File: config.mk
export PLATFORM = sky130hd
export DESIGN_NAME = cvxif_offload_initiator
export DESIGN_NICKNAME = d
export VERILOG_FILES = /design/src/rtl/cvxif_offload_initiator.sv
export SDC_FILE = /design/constraint.sdc
export NUM_CORES = 1
export LEC_CHECK = 0
export BUFFER_PORTS_ARGS = -buffer_cell sky130_fd_sc_hd__buf_2
export CORE_ASPECT_RATIO = 1.1
export CORE_MARGIN = 2
export CORE_UTILIZATION = 30
export CTS_CLUSTER_SIZE = 30
export DETAILED_ROUTE_END_ITERATION = 10
export SYNTH_ARGS = -nofsm -noshare
export SYNTH_HDL_FRONTEND = slang
export SYNTH_SLANG_ARGS = --single-unit
File: constraint.sdc
create_clock -name clk_i -period 3.9 [get_ports clk_i]
set_input_delay 0.195 -clock clk_i [delete_from_list [all_inputs] [get_ports clk_i]]
set_output_delay 0.195 -clock clk_i [all_outputs]
set_load 0.01 [all_outputs]
File: src/rtl/cvxif_offload_initiator.sv
// Core-side CV-X-IF initiator: combined issue/register handshake, one-cycle commit, out-of-order result forwarding.
// Optional watchdog enabled by defining CVXIF_INITIATOR_TIMEOUT_EN.
package cvxif_offload_pkg;
    localparam int unsigned CvxifNrRgprPorts = 2;
    localparam int unsigned CvxifXlen        = 32;
    localparam int unsigned CvxifIdWidth     = 3;
    localparam int unsigned CvxifHartidWidth = 2;

    typedef logic [CvxifHartidWidth-1:0] hartid_t;
    typedef logic [CvxifIdWidth-1:0]     id_t;

    typedef struct packed {
        logic [31:0] instr;
        hartid_t     hartid;
        id_t         id;
    } x_issue_req_t;

    typedef struct packed {
        logic accept;
    } x_issue_resp_t;

    typedef struct packed {
        hartid_t                                     hartid;
        id_t                                         id;
        logic [CvxifNrRgprPorts-1:0][CvxifXlen-1:0] rs;
        logic [CvxifNrRgprPorts-1:0]                 rs_valid;
    } x_register_t;

    typedef struct packed {
        hartid_t hartid;
        id_t     id;
        logic    commit_kill;
    } x_commit_t;

    typedef struct packed {
        id_t                  id;
        logic [CvxifXlen-1:0] data;
        logic [4:0]           rd;
        logic                 we;
    } x_result_t;

    typedef struct packed {
        logic         issue_valid;
        x_issue_req_t issue_req;
        logic         register_valid;
        x_register_t  register;
        logic         commit_valid;
        x_commit_t    commit;
        logic         result_ready;
    } cvxif_req_t;

    typedef struct packed {
        logic          issue_ready;
        x_issue_resp_t issue_resp;
        logic          result_valid;
        x_result_t     result;
    } cvxif_resp_t;
endpackage

// state  | meaning
// IDLE   | waiting for an offload from the issue stage
// ISSUE  | issue+register valid, held until coprocessor is ready
// COMMIT | single-cycle commit for the accepted instruction
module cvxif_offload_initiator
    import cvxif_offload_pkg::*;
#(
    parameter int unsigned NrRgprPorts    = CvxifNrRgprPorts,
    parameter int unsigned XLEN           = CvxifXlen,
    parameter int unsigned IdWidth        = CvxifIdWidth,
    parameter int unsigned MaxOutstanding = 4
`ifdef CVXIF_INITIATOR_TIMEOUT_EN
    ,
    parameter int unsigned TimeoutCycles  = 1024
`endif
) (
    input  logic                             clk_i,
    input  logic                             rst_ni,
    input  logic                             offload_valid_i,
    output logic                             offload_ready_o,
    input  logic [31:0]                      offload_instr_i,
    input  logic [NrRgprPorts-1:0][XLEN-1:0] offload_rs_i,
    input  hartid_t                          offload_hartid_i,
    input  logic                             offload_kill_i,
    output logic                             accept_o,
    output logic                             reject_o,
    output logic [IdWidth-1:0]               offload_id_o,
    output cvxif_req_t                       cvxif_req_o,
    input  cvxif_resp_t                      cvxif_resp_i,
    output logic                             wb_valid_o,
    input  logic                             wb_ready_i,
    output logic [XLEN-1:0]                  wb_data_o,
    output logic [4:0]                       wb_rd_o,
    output logic                             wb_we_o,
    output logic [IdWidth-1:0]               wb_id_o,
    output logic                             busy_o,
    output logic                             protocol_err_o,
    output logic                             timeout_o
);
    typedef enum logic [1:0] {IDLE, ISSUE, COMMIT} state_e;

    localparam int unsigned NumIds = 2 ** IdWidth;
    localparam int unsigned CntW   = $clog2(NumIds + 1);

    state_e                           state_q, state_d;
    logic [NumIds-1:0]                busy_q, busy_d, set_vec, clr_vec;
    logic [CntW-1:0]                  count;
    logic [IdWidth-1:0]               next_id_q, id_q;
    logic [31:0]                      instr_q;
    logic [NrRgprPorts-1:0][XLEN-1:0] rs_q;
    hartid_t                          hartid_q;
    logic                             kill_q, accept_q, reject_q, perr_q;
    logic                             offload_hs, issue_hs, accepted, rejected, kill_retire;
    logic                             res_known, result_ready, res_hs, wb_hs;

    assign count       = CntW'($countones(busy_q));
    assign busy_o      = |busy_q;
    assign offload_ready_o = (state_q == IDLE) && (count < CntW'(MaxOutstanding)) && !busy_q[next_id_q];
    assign offload_hs  = offload_valid_i && offload_ready_o;
    assign issue_hs    = (state_q == ISSUE) && cvxif_resp_i.issue_ready;
    assign accepted    = issue_hs && cvxif_resp_i.issue_resp.accept;
    assign rejected    = issue_hs && !cvxif_resp_i.issue_resp.accept;
    assign kill_retire = (state_q == COMMIT) && kill_q;

    // Results for ids we do not own are drained immediately so they cannot block the channel.
    assign res_known    = busy_q[cvxif_resp_i.result.id];
    assign result_ready = wb_ready_i || !res_known;
    assign res_hs       = cvxif_resp_i.result_valid && result_ready;
    assign wb_valid_o   = cvxif_resp_i.result_valid && res_known;
    assign wb_hs        = wb_valid_o && wb_ready_i;
    assign wb_data_o    = wb_valid_o ? cvxif_resp_i.result.data : '0;
    assign wb_rd_o      = wb_valid_o ? cvxif_resp_i.result.rd : '0;
    assign wb_we_o      = wb_valid_o && cvxif_resp_i.result.we;
    assign wb_id_o      = wb_valid_o ? cvxif_resp_i.result.id : '0;

    assign accept_o       = accept_q;
    assign reject_o       = reject_q;
    assign offload_id_o   = id_q;
    assign protocol_err_o = perr_q;

    always_comb begin
        state_d = state_q;
        case (state_q)
            IDLE:    if (offload_hs) state_d = ISSUE;
            ISSUE:   if (issue_hs) state_d = cvxif_resp_i.issue_resp.accept ? COMMIT : IDLE;
            COMMIT:  state_d = IDLE;
            default: state_d = IDLE;
        endcase
    end

    always_comb begin
        set_vec = '0;
        clr_vec = '0;
        if (accepted)    set_vec[id_q] = 1'b1;
        if (wb_hs)       clr_vec[cvxif_resp_i.result.id] = 1'b1;
        if (kill_retire) clr_vec[id_q] = 1'b1;
        busy_d = (busy_q & ~clr_vec) | set_vec;
    end

    always_comb begin
        cvxif_req_o                      = '0;
        cvxif_req_o.issue_valid          = (state_q == ISSUE);
        cvxif_req_o.issue_req.instr      = instr_q;
        cvxif_req_o.issue_req.hartid     = hartid_q;
        cvxif_req_o.issue_req.id         = id_q;
        cvxif_req_o.register_valid       = (state_q == ISSUE);
        cvxif_req_o.register.hartid      = hartid_q;
        cvxif_req_o.register.id          = id_q;
        cvxif_req_o.register.rs          = rs_q;
        cvxif_req_o.register.rs_valid    = '1;
        cvxif_req_o.commit_valid         = (state_q == COMMIT);
        cvxif_req_o.commit.hartid        = hartid_q;
        cvxif_req_o.commit.id            = id_q;
        cvxif_req_o.commit.commit_kill   = kill_q;
        cvxif_req_o.result_ready         = result_ready;
    end

    always_ff @(posedge clk_i) begin
        if (!rst_ni) begin
            state_q   <= IDLE;
            busy_q    <= '0;
            next_id_q <= '0;
            id_q      <= '0;
            instr_q   <= '0;
            rs_q      <= '0;
            hartid_q  <= '0;
            kill_q    <= 1'b0;
            accept_q  <= 1'b0;
            reject_q  <= 1'b0;
            perr_q    <= 1'b0;
        end else begin
            state_q  <= state_d;
            busy_q   <= busy_d;
            accept_q <= accepted;
            reject_q <= rejected;
            if (offload_hs) begin
                instr_q  <= offload_instr_i;
                rs_q     <= offload_rs_i;
                hartid_q <= offload_hartid_i;
                kill_q   <= offload_kill_i;
                id_q     <= next_id_q;
            end
            if (accepted) next_id_q <= next_id_q + 1'b1;
            if (res_hs && !res_known) perr_q <= 1'b1;
        end
    end

`ifdef CVXIF_INITIATOR_TIMEOUT_EN
    localparam int unsigned TmoW = $clog2(TimeoutCycles + 1);
    logic [TmoW-1:0] tmo_cnt_q;
    logic            timeout_q;

    always_ff @(posedge clk_i) begin
        if (!rst_ni) begin
            tmo_cnt_q <= '0;
            timeout_q <= 1'b0;
        end else if (!busy_o || res_hs) begin
            tmo_cnt_q <= '0;
        end else if (tmo_cnt_q != TmoW'(TimeoutCycles)) begin
            tmo_cnt_q <= tmo_cnt_q + 1'b1;
            if (tmo_cnt_q == TmoW'(TimeoutCycles - 1)) timeout_q <= 1'b1;
        end
    end
    assign timeout_o = timeout_q;
`else
    assign timeout_o = 1'b0;
`endif
endmodule

Word level (Yosys, flattened, before mapping)
Cells that the tools add are included.
Storage, ports and cells
  word-level logic and storage cells: 73
  bits in registers: 118
Cells by class
  equality and inequality tests: 4
  bitwise operators: 4
  add/subtract/negate cells: 8
  reduce and logical (&&, ||, !) cells: 21
  mux-type cells: 18
  magnitude comparators: 6
Operators by type and width (number)
  32-bit two-way mux: 1
  8-bit two-way mux: 3
  8-bit OR: 2
  1-bit logical AND: 14
  3-bit by 4-bit less-than comparator with 1-bit output (second input constant): 3
  1-bit by 1-bit adder with 2-bit output: 4
  8-bit bitwise AND: 1
  8-bit NOT: 1
  8-bit OR reduction: 1
  2-bit by 2-bit adder with 3-bit output: 2
  1-bit binary-select mux with 3-bit select: 2
  1-bit demux with 3-bit select: 2
  3-bit by 1-bit greater-or-equal comparator with 1-bit output (second input constant): 2
  2-bit two-way mux: 3
  5-bit two-way mux: 1
  3-bit by 3-bit adder with 4-bit output: 1
  4-bit by 3-bit less-than comparator with 1-bit output (second input constant): 1
  1-bit two-way mux: 4
  2-bit case mux with 2 select lines: 1
  3-bit by 1-bit adder with 3-bit output (second input constant): 1
  1-bit zero test: 3
  3-bit two-way mux: 1
  2-bit by 1-bit equality test with 1-bit output (second input constant): 1
  2-bit equality test (second input constant): 1
  other kinds (5): 5

Logic depth before layout (Yosys ltp)
Gate-level depths: netlist of run 1.
  word-level depth: 10
  gate-level depth with buffers: 12

Worst setup path before layout of run 1
OpenSTA, ideal clock, no wires.
  path type: reg2reg
  from: register busy_q[0]
  to: register rs_q, in the netlist cvxif_req_o[42]
  setup slack: 0.795 ns
  stages on the path, launching flop included: 13
  clock period less this slack: 3.105 ns
  arrival: 3.034 ns
  required time: 3.828 ns
  cell sequence: dfxtp_1 fa_1 inv_1 fa_1 inv_1 fa_1 ha_1 nor4_1 nand2_1 nor3b_2 buf_4 buf_4 mux2i_1
Between the ends
  cells in the longest elaborated chain, start to end: 7
  elaborated cells between the ends (all ways): 10
  those cells by class: add/sub (3); order compare (1); mux (2); reduce/logical (4)
Ends and longest elaborated chain
  start: declaration: RTL line 105  | logic [NumIds-1:0] busy_q, busy_d, set_vec, clr_vec;
  start signal: assignment: RTL line 192  | busy_q <= busy_d;
  1-bit by 1-bit adder with 2-bit output (not written as such): RTL line 115  | assign count = CntW'($countones(busy_q));
  2-bit by 2-bit adder with 3-bit output (not written as such): RTL line 115
  3-bit by 3-bit adder with 4-bit output (not written as such): RTL line 115
  4-bit by 3-bit less-than comparator with 1-bit output: RTL line 117  | assign offload_ready_o = (state_q == IDLE) && (count < CntW'(MaxOutstanding)) && !busy_q[next_id_q];
  1-bit logical AND: RTL line 117
  1-bit logical AND *: RTL line 117
  1-bit logical AND *: RTL line 118  | assign offload_hs = offload_valid_i && offload_ready_o;
  end signal: assignment: RTL line 197  | rs_q <= offload_rs_i;
  end: declaration: RTL line 109  | logic [NrRgprPorts-1:0][XLEN-1:0] rs_q;
Every way passes the cells marked *; elsewhere a longest branch is shown, timed or not. The select of a mux whose other input is x is not followed.
A chain may end at the register's enable or synchronous reset.

Worst setup path after layout of run 1
  from: register busy_q[0]
  to: register rs_q, in the netlist cvxif_req_o[57]
Same word-level chain as after synthesis.

==> results of run 1 <==
-- cells in the final DEF (no fill, tap or decap), types with 4 or more instances in the layout --
cell | Yosys | routed
nor2_1 | 7 | 7
ha_1 | 4 | 4
nor2b_1 | 6 | 6
dfxtp_1 | 118 | 118
a21oi_1 | 45 | 44
nand3_1 | 5 | 5
nand2_1 | 255 | 255
buf_4 | 27 | 6
nor3_1 | 4 | 4
inv_1 | 11 | 11
o22ai_1 | 4 | 4
buf_2 | 3 | 311
clkbuf_16 | 0 | 17
mux2i_1 | 106 | 106
-- sequential cells by signal, indices dropped and copies added (netlist names) --
register,flops
accept_o,1
busy_q,8
cvxif_req_o,64
hartid_q,2
instr_q,32
kill_q,1
next_id_q,3
offload_id_o,3
protocol_err_o,1
reject_o,1
state_q,2
-- through the flow --
stage / setup WS [ns] / utilization (%) / total power [mW]
2_1_floorplan: 0.795 / - / 1.63
3_3_place_gp: 0.475 / 39.4 / 1.83
3_5_place_dp: 0.420 / 39.4 / 1.84
4_1_cts: 0.407 / 42.6 / 3.46
5_1_grt: 0.189 / 42.6 / 3.56
6_report: 0.423 / 42.6 / 3.41
-- power by group --
| part | internal (mW) | switching, mW | total (mW) |
|---|---|---|---|
| sequential | 1.29 | 0.0423 | 1.33 |
| clock | 1.04 | 0.551 | 1.60 |
| combinational | 0.220 | 0.260 | 0.480 |
| total | 2.55 | 0.853 | 3.41 |
-- worst register-to-register path: stages (launching register included) --
cell and delay (ns):
dfxtp_1 0.35, fa_1 0.54, inv_1 0.05, fa_1 0.47, inv_1 0.05, fa_1 0.36, ha_1 0.19, nor4_1 0.22
nand2_1 0.14, nor3b_4 0.25, buf_12 0.27, buf_4 0.31, mux2i_1 0.21
-- cell usage after synthesis (3+ instances only) --
library cell	n
inv_1	11
nand2b_1	3
clkbuf_1	42
dfxtp_1	118
nor2b_1	6
mux2i_1	106
nand2_1	255
nor2_1	7
fa_1	3
nor3_1	4
mux2_1	3
a21oi_1	45
and2_1	3
nand3_1	5
o22ai_1	4
a31oi_1	3
buf_4	27
ha_1	4
o211ai_1	3
buf_2	3
-- timing repair --
action | 4_1_cts | 5_1_grt
gates resized for setup | 0 | 0
setup endpoints to repair | 0 | 0
endpoints found under the hold margin | 1 | 0
hold buffers | 1 | 0
-- kinds of logic after synthesis --
kind of cell / Yosys count / synth area share, %
AND/OR/NAND/NOR: 293 / 21.0
adder cells (fa/ha/maj): 7 / 1.95
buffers and inverters: 83 / 7.40
multiplexers: 111 / 20.0
flip-flops: 118 / 41.9
AO/OA/AOI/OAI: 69 / 7.22
other: 2 / 0.133
XOR/XNOR: 2 / 0.311
-- layout make-up --
cell class / instances / area share [%]
clock buffer: 21 / 5.99
inverter: 11 / 0.526
timing repair buffer: 322 / 21.4
tap: 243 / 3.87
multi-input combinational: 485 / 36.5
clock inverter: 8 / 1.58
sequential: 118 / 30.1
-- worst paths after layout --
path                       from              end  slack [ns]  cells past startpoint
max                   busy_q[0]  cvxif_req_o[57]        0.42                     12
min          offload_instr_i[3]       instr_q[3]        0.03                      3
max reg2reg           busy_q[0]  cvxif_req_o[57]        0.42                     12
min reg2reg         instr_q[30]      instr_q[30]        0.45                      2
-- routing by layer --
metal  up-vias  global-route usage [%]
met5         -                       0
met4         0                    5.32
met3        18                    4.29
met2       167                    26.0
met1      2473                    20.7
li1       2775                       -
==> results_dict.tcl, run 1 <==
set metrics [dict create \
    yosys_warnings 0 \
    dr.pass1.iters 4 \
    port_buffers 312 \
    syn_inst 685 \
    max-vdd-ir-drop_uv 285 \
    place_area_sq_um 7250 \
    multiInputGateArea_sq_um 2870 \
    endpoint_kind "register" \
    clock_skew_ns 0.0116 \
    hold_viol_final 0 \
    cp.arrival_ns 3.81 \
    grt_pass1_vias 4998 \
    area_growth_pct 39.4 \
    die_area_sq_um 19900 \
    final_cells 1208 \
    min_period_over_period_pct 89.2 \
    ys_ff_latch 118 \
    ios 316 \
    top_layer_used "met4" \
    yosysUniqueCellTypes 43 \
    routabilityCongestion 0.790 \
    start_kind "register" \
    overflow 0 \
    cpPeakStageDelay_ns 0.54 \
    grt_usage_pct 16.0 \
    numCtsBuffers 17 \
    die_w_um 135 \
    synth_area_leaders "dfxtp_1 42%, mux2i_1 19%, nand2_1 17%" \
    cp.required_ns 4.23 \
    dp_hpwl_um 12000 \
    final_max_slew_viol_count 0 \
    grt_max_degree 115 \
    critPathTopFamily "adder cells" \
    met2_length_um 8010 \
    crit_path_top_delay_cell "fa_1" \
    hold_slack_ns 0.0290 \
    drc 0 \
    nets 1109 \
    dp_cells 1178 \
    grt_pass1_wl_um 25500 \
    synthFlopType "dfxtp_1" \
    setup_tns_ns 0 \
    synth_edf_count 0 \
    htreeDepth 4 \
    cts_tree "yes" \
    fillers 1905 \
    num_vias 5433 \
    drive_gt1_share_pct 36.7 \
    finalInstanceArea_sq_um 7850 \
    root_buffer "clkbuf_16" \
    clk_pin_slew_ns 0.06 \
    cap_violations 0 \
    crit_buf_inv 4 \
    synth-async-reset-ratio_pct 0 \
    path_max_fanout 28 \
    relSlewSlack_pct 43.9 \
    m1WireLength_um 7580 \
    initial_utilization_pct 30.6 \
    synth_top_area_share_pct 41.9 \
    die_h_um 148 \
    post_cts_buffers 0 \
    period_needed_ns 3.48 \
    ant_nets 0 \
    coreArea_sq_um 18400 \
    syn-cell-area_sq_um 5630 \
    cts_buffer_depth 2 \
    fmax_mhz 288 \
    status "complete, no violations" \
    hold_class "in2reg" \
    pwr_density_cell_nw_per_um2 434 \
    antenna_found_initial 0 \
    worstPathCellList "fa_1 -> inv_1 -> fa_1 -> inv_1 -> fa_1 -> ha_1 -> nor4_1 -> nand2_1 -> nor3b_4 -> buf_12 -> buf_4 -> mux2i_1" \
    finalSetupViolations 0 \
    power.leakage_nw 4.02 \
    cts_sinks 118 \
    viasPerCell 4.50 \
    rsz0062_at_grt "false" \
    syn_avg_cell_area_sq_um 8.22 \
    worstSetupPathType "reg2reg" \
    num_rows 52 \
    wl_met3_um 876 \
    wire_per_inst_um 13.8 \
    synth_seq_area_share_pct 41.9 \
    seq_area_sq_um 2360 \
    clkLatencyLatePin_ns 0.41 \
    wl_um 16700 \
    tightest_slew_ns 0.830 \
    crit_top_cell "fa_1" \
    drt_iter0_markers 283 \
    diodes 0 \
    synth_top_area_cell "dfxtp_1" \
]
No activity file was read; power rests on OpenSTA's default activity.
==> run 2: changes to the inputs <==
Settings changed: CELL_PAD_IN_SITES_DETAIL_PLACEMENT from default to 1, CELL_PAD_IN_SITES_GLOBAL_PLACEMENT from default to 1, PLACE_DENSITY_LB_ADDON from default to 0.1.
==> run 2 against run 1 <==
Compared with the run above: clock-buffer cell count decreased by 1; setup slack gained 0.042 ns; combinational power is 1% lower; worst hold slack worse by 0.0043 ns; sequential power about the same; highest routed layer unchanged; largest cell class unchanged; critical path depth down 1; critical path type unchanged; clock power grew 14%; via count increased by 0.87%; non-clock buffer count decreased by 2.
==> results_dict.tcl, run 2 (synthesis gave the netlist of run 1 again) <==
set metrics [dict create \
    area_growth_pct 40.6 \
    antenna_found_initial 1 \
    die_h_um 148 \
    clock_skew_ns 0.00798 \
    top_layer_used "met4" \
    grt_pass1_wl_um 28000 \
    wl_um 17900 \
    cts_buffer_depth 2 \
    cap_violations 0 \
    rsz0062_at_grt "false" \
    cts_tree "yes" \
    endpoint_kind "register" \
    cts_sinks 118 \
    setup_tns_ns 0 \
    drt_iter0_markers 175 \
    hold_class "in2reg" \
    wl_met3_um 1550 \
    period_needed_ns 3.43 \
    cp.required_ns 4.23 \
    worstSetupPathType "reg2reg" \
    max-vdd-ir-drop_uv 299 \
    power_mw 3.63 \
    die_area_sq_um 19900 \
    numCtsBuffers 17 \
    drc 0 \
    wire_per_inst_um 14.8 \
    coreArea_sq_um 18400 \
    num_vias 5480 \
    dr.pass1.iters 4 \
    final_common_cell "buf_2" \
    m1WireLength_um 7500 \
    layout_common_cells "311 x buf_2, 255 x nand2_1, 118 x dfxtp_1" \
    clkLatencyLatePin_ns 0.41 \
    largest_register_ff_count 64 \
    grt_usage_pct 17.5 \
    grt_max_degree 95 \
    htreeDepth 4 \
    ios 316 \
    viasPerCell 4.53 \
    ant_nets 0 \
    min_period_over_period_pct 88.1 \
    num_rows 52 \
    path_max_fanout 50 \
    clk_pin_slew_ns 0.06 \
    fmax_mhz 291 \
    post_cts_buffers 0 \
    status "complete, no violations" \
    relSlewSlack_pct 41.5 \
    met2_length_um 8660 \
    grt_pass1_vias 5463 \
    final_max_slew_viol_count 0 \
    hold_viol_final 0 \
    root_buffer "clkbuf_16" \
    finalSetupViolations 0 \
    die_w_um 135 \
    cp.arrival_ns 3.76 \
    tightest_slew_ns 0.877 \
    overflow 0 \
    drive_gt1_share_pct 36.9 \
    routabilityCongestion 0.763 \
    nets 1107 \
    start_kind "register" \
    power.leakage_nw 4.05 \
    pwr_density_cell_nw_per_um2 458 \
    dp_hpwl_um 12700 \
    port_buffers 312 \
    initial_utilization_pct 30.6 \
]
run 2: cell type report:
cell class | count | area [sq um]
clock buffers | 20 | 467
multi-input cells | 485 | 2870
fillers | 2307 | 10500
inverters | 11 | 41.3
flip-flops and latches | 118 | 2360
clock inverters | 12 | 223
well taps | 243 | 304
repair buffers | 320 | 1660
diodes | 1 | 2.50
run 2: through the flow:
stage                     utilization, %  worst slack [ns]  cell area (sq um)  hold slack, ns  std cells
after floorplan                        -             0.795               5640           0.267        686
after global placement              39.2             0.504               7220           0.425       1176
after detailed placement            39.2             0.421               7220           0.435       1176
after CTS                           43.0             0.424               7920         0.00561       1209
after global routing                43.0             0.234               7920          0.0143       1209
final                               43.0             0.465               7920          0.0247       1210
run 2: power breakdown:
group / switching (mW) / internal [mW] / total [mW]
combinational: 0.258 / 0.215 / 0.473
clock: 0.572 / 1.25 / 1.82
sequential: 0.0425 / 1.29 / 1.33
run 2: worst max-delay path: stages (launching register included):
cell     delay (ns)
dfxtp_1        0.36
fa_1           0.54
inv_1          0.05
fa_1           0.48
inv_1          0.05
fa_1           0.36
ha_1           0.18
nor4_1         0.22
nand2_1        0.14
nor3b_4        0.33
buf_12         0.36
mux2i_1        0.26
run 2: worst paths after layout:
kind                                        from               to  slack [ns]  cells after the start
worst max-delay path                   busy_q[0]  cvxif_req_o[10]        0.47                     11
worst min-delay path            offload_rs_i[17]  cvxif_req_o[27]        0.02                      3
worst max register to register         busy_q[0]  cvxif_req_o[10]        0.47                     11
worst min register to register       instr_q[24]      instr_q[24]        0.45                      2
run 2: metal layers:
layer / global-route usage (%) / vias up
met5: 0 / -
met4: 4.11 / 0
met3: 7.41 / 10
met2: 29.5 / 168
met1: 20.6 / 2532
li1: - / 2770
run 2: timing repair:
action / in CTS / in global routing
hold buffers: 1 / 0
hold endpoints to repair: 1 / 0
resized for setup: 0 / 0
==> run 3: changes to the inputs <==
==> constraint.sdc (replaced) <==
create_clock -name clk_i -period 3.9 [get_ports clk_i]
set_input_delay 0.78 -clock clk_i [delete_from_list [all_inputs] [get_ports clk_i]]
set_output_delay 0.78 -clock clk_i [all_outputs]
set_load 0.01 [all_outputs]
==> run 3 against run 2 <==
Compared with the run above: sequential power hardly changed; sequential share of layout area grew 0.54 points; via count fell by 0.20%; power is 10% lower; largest power group unchanged; clock-buffer cell count is 2 higher; fmax decreased by 8.1%; final cell count fell by 0.17%; die area unchanged; combinational power barely moved; register-to-register slack improved by 0.13 ns.
==> results_dict.tcl, run 3 (synthesis gave the netlist of run 1 again) <==
set metrics [dict create \
    power_mw 3.26 \
    num_vias 5469 \
    clk_pin_slew_ns 0.05 \
    clock_skew_ns 0.00935 \
    intPower_mw 2.42 \
    ios 316 \
    die_h_um 148 \
    area_growth_pct 38.4 \
    die_w_um 135 \
    clkLatencyLatePin_ns 0.41 \
    initial_utilization_pct 30.6 \
    cpPeakStageDelay_ns 0.54 \
    relSlewSlack_pct 42.8 \
    final_max_slew_viol_count 0 \
    r2r-start "busy_q[0]" \
    p_sw_mw 0.841 \
    overflow 0 \
    fin_ws_ns 0.161 \
    drt_iter0_markers 184 \
    hold_class "reg2reg" \
    critPathTopFamily "adder cells" \
    pwr_density_cell_nw_per_um2 419 \
    seqPwrFrac_pct 40.8 \
    period_needed_ns 3.74 \
    r2r-end "cvxif_req_o[57]" \
    die_area_sq_um 19900 \
    dp_cells 1177 \
    grt_usage_pct 17.7 \
    crit_path_top_delay_cell "fa_1" \
    layout_common_cells "311 x buf_2, 255 x nand2_1, 117 x dfxtp_1" \
    seq_area_sq_um 2370 \
    multiInputGateArea_sq_um 2880 \
    ff2ff_path_depth 12 \
    port_buffers 312 \
    p_comb_share_pct 14.6 \
    nets 1107 \
    num_rows 52 \
    grt_max_degree 91 \
    endpoint_kind "output port" \
    worstPathCellList "fa_1 -> inv_1 -> fa_1 -> inv_1 -> fa_2 -> ha_2 -> nand3_1 -> nand2_1 -> nor2_1 -> buf_2" \
    crit_buf_inv 3 \
    cp.arrival_ns 2.96 \
    htreeDepth 4 \
    cts_sinks 118 \
    root_buffer "clkbuf_16" \
    ant_nets 0 \
    fmax_mhz 267 \
    power.leakage_nw 3.98 \
    largest_register_ff_count 64 \
    cts_tree "yes" \
    max-vdd-ir-drop_uv 305 \
    final_common_cell "buf_2" \
    coreArea_sq_um 18400 \
    diodes 0 \
    wl_um 17700 \
    finalSetupViolations 0 \
    min_period_over_period_pct 95.9 \
    cts_buffer_depth 2 \
    fillers 2321 \
    hold_viol_final 0 \
    routabilityCongestion 0.745 \
    start_kind "register" \
    worstSetupPathType "reg2out" \
    power.share.clock_pct 44.7 \
    path_max_fanout 5 \
    grt_pass1_vias 5626 \
    grt_pass1_wl_um 28400 \
    hold_end "cvxif_req_o[46]" \
    r2r_setup_slack_ns 0.60 \
    wire_per_inst_um 14.6 \
    antenna_found_initial 1 \
    final_cells 1208 \
    cap_violations 0 \
    dp_slack_ns 0.420 \
    holdPathStages 2 \
    drc 0 \
    numCtsBuffers 17 \
    dp_hpwl_um 12700 \
    dr.pass1.iters 4 \
    viasPerCell 4.53 \
    cp.required_ns 3.12 \
    hp-start "cvxif_req_o[46]" \
    status "complete, no violations" \
    tightest_slew_ns 0.858 \
    swShare_pct 25.8 \
    drive_gt1_share_pct 37.1 \
]
==> run 3: metal layers <==
| metal | wire length [um] | vias up | global-route usage [%] | share of wire, % |
|---|---|---|---|---|
| li1 | - | 2758 | - | - |
| met4 | 189 | 0 | 4.79 | 1.1 |
| met1 | 7420 | 2527 | 20.3 | 42 |
| met3 | 1590 | 11 | 7.37 | 9.0 |
| met5 | 0 | - | 0 | 0 |
| met2 | 8490 | 173 | 30.3 | 48 |
==> run 3: worst min-delay path: cells and delay by family (launching register included) <==
kind | cells | cell delay, ns
flops | 1 | 0.30
simple gates | 1 | 0.05
mux | 1 | 0.05
==> run 3: worst max-delay path by stage <==
stage                          from               to  slack [ns]  depth (start not counted)
after floorplan           busy_q[0]  offload_ready_o        0.69                          9
after global placement    busy_q[0]  offload_ready_o        0.50                         10
after detailed placement  busy_q[0]  offload_ready_o        0.42                         10
after CTS                 busy_q[0]  offload_ready_o        0.02                         10
after global routing      busy_q[0]  offload_ready_o       -0.02                         10
final                     busy_q[0]  offload_ready_o        0.16                         10
==> run 3: final cells by class <==
cell class / count / share of cell area (%)
Multi-Input combinational cell: 485 / 36.9
Timing Repair Buffer: 320 / 21.2
Inverter: 11 / 0.530
Clock inverter: 9 / 0.995
Sequential cell: 118 / 30.4
Tap cell: 243 / 3.90
Clock buffer: 22 / 6.08
==> run 3: what timing repair did <==
| item | 4_1_cts | 5_1_grt |
|---|---|---|
| setup endpoints to repair | 0 | 1 |
| hold buffers | 0 | 0 |
| resized for setup | 0 | 5 |
| buffers inserted | 0 | 0 |
==> run 3: metrics by stage <==
| stage | hold WS [ns] | setup TNS, ns | utilization, % | instance area, sq um |
|---|---|---|---|---|
| global route | 0.465 | -0.0231 | 42.3 | 7790 |
| floorplan | 0.457 | 0 | - | 5640 |
| global placement | 0.439 | 0 | 39.3 | 7230 |
| detailed placement | 0.446 | 0 | 39.3 | 7230 |
| finish | 0.450 | 0 | 42.3 | 7790 |
| CTS | 0.456 | 0 | 42.3 | 7780 |
==> run 3: power groups by stage <==
stage,clock [mW],sequential (mW),combinational (mW)
3_3_place_gp,0,1.36,0.478
4_1_cts,1.50,1.33,0.485
2_1_floorplan,0,1.39,0.243
6_report,1.46,1.33,0.476
3_5_place_dp,0,1.36,0.483
5_1_grt,1.57,1.34,0.528
